[src/rtl/imem_loader_pkg.sv]
// Shared types and constants for the instruction-memory boot loader.
// Latency: n/a. Backpressure: n/a.
package imem_loader_pkg;

    localparam int BYTE_W     = 8;
    localparam int WORD_BYTES = 4;
    localparam int WORD_W     = BYTE_W * WORD_BYTES;
    localparam int LANE_W     = $clog2(WORD_BYTES);

    typedef enum logic [1:0] {
        ST_IDLE = 2'd0,
        ST_LOAD = 2'd1,
        ST_DONE = 2'd2
    } state_t;

endpackage

[src/rtl/imem_byte_packer.sv]
// Packs accepted bytes little-endian into 32-bit words, zero-padding on in_last.
// Latency: word_ready/word_dat are combinational on the completing byte.
// Backpressure: none of its own; the parent decides when a byte is accepted.
module imem_byte_packer
    import imem_loader_pkg::*;
(
    input  logic              clk,
    input  logic              reset,
    input  logic              clear_i,
    input  logic              accept_i,
    input  logic [BYTE_W-1:0] byte_i,
    input  logic              last_i,
    output logic              word_ready_o,
    output logic [WORD_W-1:0] word_dat_o
);

    logic [LANE_W-1:0] lane_q;
    logic [WORD_W-1:0] part_q;

    // Upper lanes of part_q are always zero, so OR-ing in the new byte also pads.
    always_comb begin
        word_dat_o   = part_q | ({{(WORD_W-BYTE_W){1'b0}}, byte_i} << (BYTE_W * lane_q));
        word_ready_o = accept_i & ((lane_q == LANE_W'(WORD_BYTES - 1)) | last_i);
    end

    always_ff @(posedge clk or negedge reset) begin
        if (!reset) begin
            lane_q <= '0;
            part_q <= '0;
        end else if (clear_i) begin
            lane_q <= '0;
            part_q <= '0;
        end else if (accept_i) begin
            if (word_ready_o) begin
                lane_q <= '0;
                part_q <= '0;
            end else begin
                lane_q <= lane_q + 1'b1;
                part_q <= word_dat_o;
            end
        end
    end

endmodule

[src/rtl/imem_boot_loader.sv]
// Boot loader: byte stream -> instruction-memory word writes; holds the core until loaded.
// Latency: wr_en one cycle after the word-completing byte; done one cycle after the last write.
// Backpressure: in_ready high in LOAD only; optional chk_word under IMEM_LOADER_CHECKSUM_EN.
module imem_boot_loader
    import imem_loader_pkg::*;
#(
    parameter int MEM_DEPTH = 64,
    parameter int ADDR_W    = 6
) (
    input  logic              clk,
    input  logic              reset,
    input  logic              start,
    input  logic              in_valid,
    output logic              in_ready,
    input  logic [BYTE_W-1:0] in_byte,
    input  logic              in_last,
    output logic              wr_en,
    output logic [ADDR_W-1:0] wr_addr,
    output logic [WORD_W-1:0] wr_data,
    output logic              cpu_hold,
    output logic              done,
    output logic              err_overflow,
    output logic [ADDR_W:0]   word_count
`ifdef IMEM_LOADER_CHECKSUM_EN
    ,
    output logic [WORD_W-1:0] chk_word
`endif
);

    localparam logic [ADDR_W:0] PTR_FULL = (ADDR_W+1)'(MEM_DEPTH);

    state_t            state_q;
    logic              in_ready_q;
    logic              wr_en_q;
    logic [ADDR_W-1:0] wr_addr_q;
    logic [WORD_W-1:0] wr_data_q;
    logic              cpu_hold_q;
    logic              done_q;
    logic              err_q;
    logic [ADDR_W:0]   ptr_q;
    logic              finish_q;
`ifdef IMEM_LOADER_CHECKSUM_EN
    logic [WORD_W-1:0] chk_q;
`endif

    logic              xfer_d;
    logic              ptr_full_d;
    logic              pk_accept_d;
    logic              pk_clear_d;
    logic              word_ready;
    logic [WORD_W-1:0] word_dat;

    always_comb begin
        xfer_d      = in_valid & in_ready_q;
        ptr_full_d  = (ptr_q == PTR_FULL);
        pk_accept_d = xfer_d & ~ptr_full_d;
        pk_clear_d  = start & (state_q != ST_LOAD);
    end

    imem_byte_packer u_packer (
        .clk          (clk),
        .reset        (reset),
        .clear_i      (pk_clear_d),
        .accept_i     (pk_accept_d),
        .byte_i       (in_byte),
        .last_i       (in_last),
        .word_ready_o (word_ready),
        .word_dat_o   (word_dat)
    );

    always_ff @(posedge clk or negedge reset) begin
        if (!reset) begin
            state_q    <= ST_IDLE;
            in_ready_q <= 1'b0;
            wr_en_q    <= 1'b0;
            wr_addr_q  <= '0;
            wr_data_q  <= '0;
            cpu_hold_q <= 1'b1;
            done_q     <= 1'b0;
            err_q      <= 1'b0;
            ptr_q      <= '0;
            finish_q   <= 1'b0;
`ifdef IMEM_LOADER_CHECKSUM_EN
            chk_q      <= '0;
`endif
        end else begin
            wr_en_q <= 1'b0;
            case (state_q)
                ST_IDLE, ST_DONE: begin
                    if (start) begin
                        state_q    <= ST_LOAD;
                        in_ready_q <= 1'b1;
                        cpu_hold_q <= 1'b1;
                        done_q     <= 1'b0;
                        err_q      <= 1'b0;
                        ptr_q      <= '0;
                        finish_q   <= 1'b0;
`ifdef IMEM_LOADER_CHECKSUM_EN
                        chk_q      <= '0;
`endif
                    end
                end
                ST_LOAD: begin
                    if (finish_q) begin
                        state_q    <= ST_DONE;
                        done_q     <= 1'b1;
                        cpu_hold_q <= 1'b0;
                        finish_q   <= 1'b0;
                    end else if (xfer_d) begin
                        if (ptr_full_d) begin
                            err_q <= 1'b1;
                        end else if (word_ready) begin
                            wr_en_q   <= 1'b1;
                            wr_addr_q <= ptr_q[ADDR_W-1:0];
                            wr_data_q <= word_dat;
                            ptr_q     <= ptr_q + 1'b1;
`ifdef IMEM_LOADER_CHECKSUM_EN
                            chk_q     <= chk_q ^ word_dat;
`endif
                        end
                        // Stop accepting after the last byte so the next image is not swallowed
                        // while the final write drains.
                        if (in_last) begin
                            in_ready_q <= 1'b0;
                            if (ptr_full_d) begin
                                state_q    <= ST_DONE;
                                done_q     <= 1'b1;
                                cpu_hold_q <= 1'b0;
                            end else begin
                                finish_q <= 1'b1;
                            end
                        end
                    end
                end
                default: state_q <= ST_IDLE;
            endcase
        end
    end

    assign in_ready     = in_ready_q;
    assign wr_en        = wr_en_q;
    assign wr_addr      = wr_addr_q;
    assign wr_data      = wr_data_q;
    assign cpu_hold     = cpu_hold_q;
    assign done         = done_q;
    assign err_overflow = err_q;
    assign word_count   = ptr_q;
`ifdef IMEM_LOADER_CHECKSUM_EN
    assign chk_word     = chk_q;
`endif

endmodule

[config.mk]
export PLATFORM = sky130hd
export DESIGN_NAME = imem_boot_loader
export DESIGN_NICKNAME = d
export VERILOG_FILES = /design/src/rtl/imem_loader_pkg.sv /design/src/rtl/imem_byte_packer.sv /design/src/rtl/imem_boot_loader.sv
export SDC_FILE = /design/constraint.sdc
export NUM_CORES = 1
export LEC_CHECK = 0
export CORE_MARGIN = 8
export CORE_UTILIZATION = 50
export DETAILED_ROUTE_END_ITERATION = 10
export GPL_TIMING_DRIVEN = 0
export PLACE_DENSITY = 0.79
export SYNTH_ARGS = -nofsm -noshare
export SYNTH_HDL_FRONTEND = slang
export SYNTH_HIERARCHICAL = 1
export SYNTH_SLANG_ARGS = --single-unit
[constraint.sdc]
create_clock -name clk -period 3.5 [get_ports clk]
set_clock_uncertainty 0.15 [all_clocks]
set_input_delay 0.7 -clock clk [delete_from_list [all_inputs] [get_ports clk]]
set_output_delay 0.7 -clock clk [all_outputs]
set_load 0.02 [all_outputs]
==> results of run 1 <==
-- cell usage after synthesis, types with 2 or more instances --
cell      count
o211ai_1      2
nand3_1       8
a21oi_1       4
buf_2         2
o21a_1        2
o31ai_1       3
nor3_1        2
o21ai_0       7
nor2_1       14
ha_1          3
dfrtp_1      86
buf_12        3
mux2_4       33
nand2_1       5
nand2b_1      3
or2_2         2
nor2b_1       2
and2_1        3
buf_1         8
a221o_1       2
nand4b_1      2
a22o_1       33
and2b_1       2
a21o_1       34
mux2_2        5
clkbuf_1      4
inv_1         3
-- path summary, 6_finish.rpt --
path,startpoint,endpoint,slack (ns),cells after the start
max,in_valid,word_count[6],0.52,8
min,reset,u_packer/part_q[13],0.15,1
max reg2reg,word_count[0],word_count[6],0.56,10
min reg2reg,done,done,0.34,1
max in group asynchronous,reset,cpu_hold,2.41,2
min in group clk,done,done,0.34,1
-- metal layers --
metal	vias to the layer above	routed length, µm	part of all wire [%]	global-route usage (%)
met1	1345	3860	46	21.8
met4	0	70	0.83	6.32
met5	-	0	0	0
met2	64	4090	49	24.4
li1	1230	-	-	-
met3	5	396	4.7	3.32
-- state kept, by name (all words and copies together), names as in the netlist --
register         flops
state_q              2
wr_addr              6
wr_en                1
u_packer/part_q     32
wr_data             32
done                 1
in_ready             1
u_packer/lane_q      2
cpu_hold             1
finish_q             1
err_overflow         1
word_count           7
-- report_power, final --
part | switching, mW | internal (mW) | total [mW]
combinational | 0.629 | 0.617 | 1.25
clock | 0.369 | 0.286 | 0.655
sequential | 0.147 | 1.22 | 1.36
-- area by class of cell --
type | count | area (µm²)
fillers | 591 | 2870
flip-flops and latches | 87 | 2180
multi-input cells | 188 | 1640
repair buffers | 55 | 566
plain buffers | 20 | 139
clock buffers | 10 | 138
well taps | 102 | 128
clock inverters | 6 | 51.3
inverters | 4 | 20.0
-- logic make-up after synthesis --
| family | share of synthesized area (%) |
|---|---|
| buffers and inverters | 4.00 |
| AND/OR/NAND/NOR | 8.87 |
| AO/OA/AOI/OAI | 17.5 |
| flip-flops | 54.8 |
| multiplexers | 13.9 |
| adder cells (fa/ha/maj) | 0.944 |
-- worst reg2reg max path: stages, from the launching register on --
cell	delay [ns]
dfrtp_1	0.46
inv_1	0.07
ha_1	0.25
nand2_1	0.09
nor2_1	0.07
nor2_1	0.31
o21a_1	0.31
nand4b_1	0.12
a221o_1	0.39
or2_1	0.28
a221o_1	0.35
==> out/results.txt, run 1 <==
Peak Freq - 335 MHz
Post-Layout Inst Area - 4860 µm²
Dpl ws - 0.166 ns
TritonCTS Sinks - 87
Core area - 7730 µm²
Setup WS post-layout - 0.516 ns
Via/cell ratio - 5.60
CP startpoint kind - input port
RSZ-0062 raised after global routing - no
GPL Wtd Cong - 0.846
Number of remaining DRC errors - 0
CP max stage cell - clkdlybuf4s50_1
CP required - 3.59 ns
DR WL/cell - 17.9 µm
Ys async rst share - 100%
Antenna diodes - 0
Mapped Area - 3980 µm²
Crit-path max cell delay - 0.53 ns
CP arrival - 3.07 ns
Power Density - 672 nW/µm²
Critical path, cell by cell - clkdlybuf4s50_1 > nand2_1 > nor2_1 > o21a_1 > nand4b_1 > a221o_1 > or2_1 > a221o_1
WP buf/inv - 1
Initial antenna violation count - 0
Predominant post-synthesis flop cell - dfrtp_1
Non-filler cells, final - 472
FF+latch count, synth - 87
Total congestion overflow - 0
Number of hold buffers added after CTS - 0
Worst Path Class, Setup - in -> reg
Commonest cells after routing, fill and taps aside - dfrtp_1, clkdlybuf4s50_1, a21o_1
Placed Cells - 456
Post-DP Area - 4670 µm²
Vias in the first global route - 2787
Hold crit path type - in -> async
Final-report setup violation count - 0
Post-CTS Setup Inserts - 0
Cells resized by post-CTS repair - 0
CP delay by family, top - compound AO/OA/AOI/OAI gates
First-pass GRT wire length - 14.6 mm
Die height - 105 µm
Post-Syn Instances - 299
Largest area contributor in the netlist - dfrtp_1
Site Rows - 32
Die X - 105 µm
First-pass iteration count of the detailed router - 4
Starting Density - 51.5%
PortBufs - 54
Lkg Pwr - 2.41 nW
Max clock buf depth - 2
Area growth from synthesis to layout - 22.2%
Num ports - 63
Violation count after the first detailed-route iteration - 142
Post-route clock period utilization - 85.2%
Mapped Nets - 315
Skew-Pair Late Insertion Delay - 0.34 ns
Post-DRT Antenna Nets - 0
Most frequent CP cell - a221o_1
Total CTS buffers - 9
Final Util - 62.9%
Largest net degree at the start of global routing - 55
Synth warn - 6
Clock transition at the registers of the reported paths - 0.10 ns
CTS tree - done
Peak VDD IR - 434 µV
Number of flops mapped to enable cells by yosys - 0
Post-synth cell types - 49
Detail Placement HPWL - 5.87 mm
Seq/Total Area, Yosys - 54.8%
DIE AREA - 11100 µm²
Max_slew headroom - 59.8%
Final Hold Vio Count - 0
Worst Max-Slew Pin Slew - 0.601 ns
Post-Route WL - 8.43 mm
Min Clock Period, post-route - 2.98 ns
Syn avg cell area - 13.3 µm²
Final setup TNS - 0 ns
Ratio of cells with drive above 1 in the final layout - 20.0%
Main area contributors after synthesis - dfrtp_1, mux2_4, a22o_1
Vias - 2644
CTS root buf - clkbuf_8
Share of the synthesized area in the top cell type - 54.1%
Setup crit end kind - register
Total chip power - 3.27 mW
Final #Nets - 381
WHS - 0.147 ns
Status - finished, final reports clean
GR Util All Layers - 16.0%
H-tree Lvls - 3
Crit-path max FO - 6
Commonest non-fill, non-tap cell in the layout - dfrtp_1
Fin. max-slew vios - 0
MaxCap Viol Count - 0
(Power assumes the default switching activity.)
==> run 2, diff against run 1 <==
HOLD_SLACK_MARGIN = 0.08   (was default)
SLEW_MARGIN = 20   (was default)
==> results of run 2 <==
The final DEF is identical to that of run 1; final timing and power are the same.
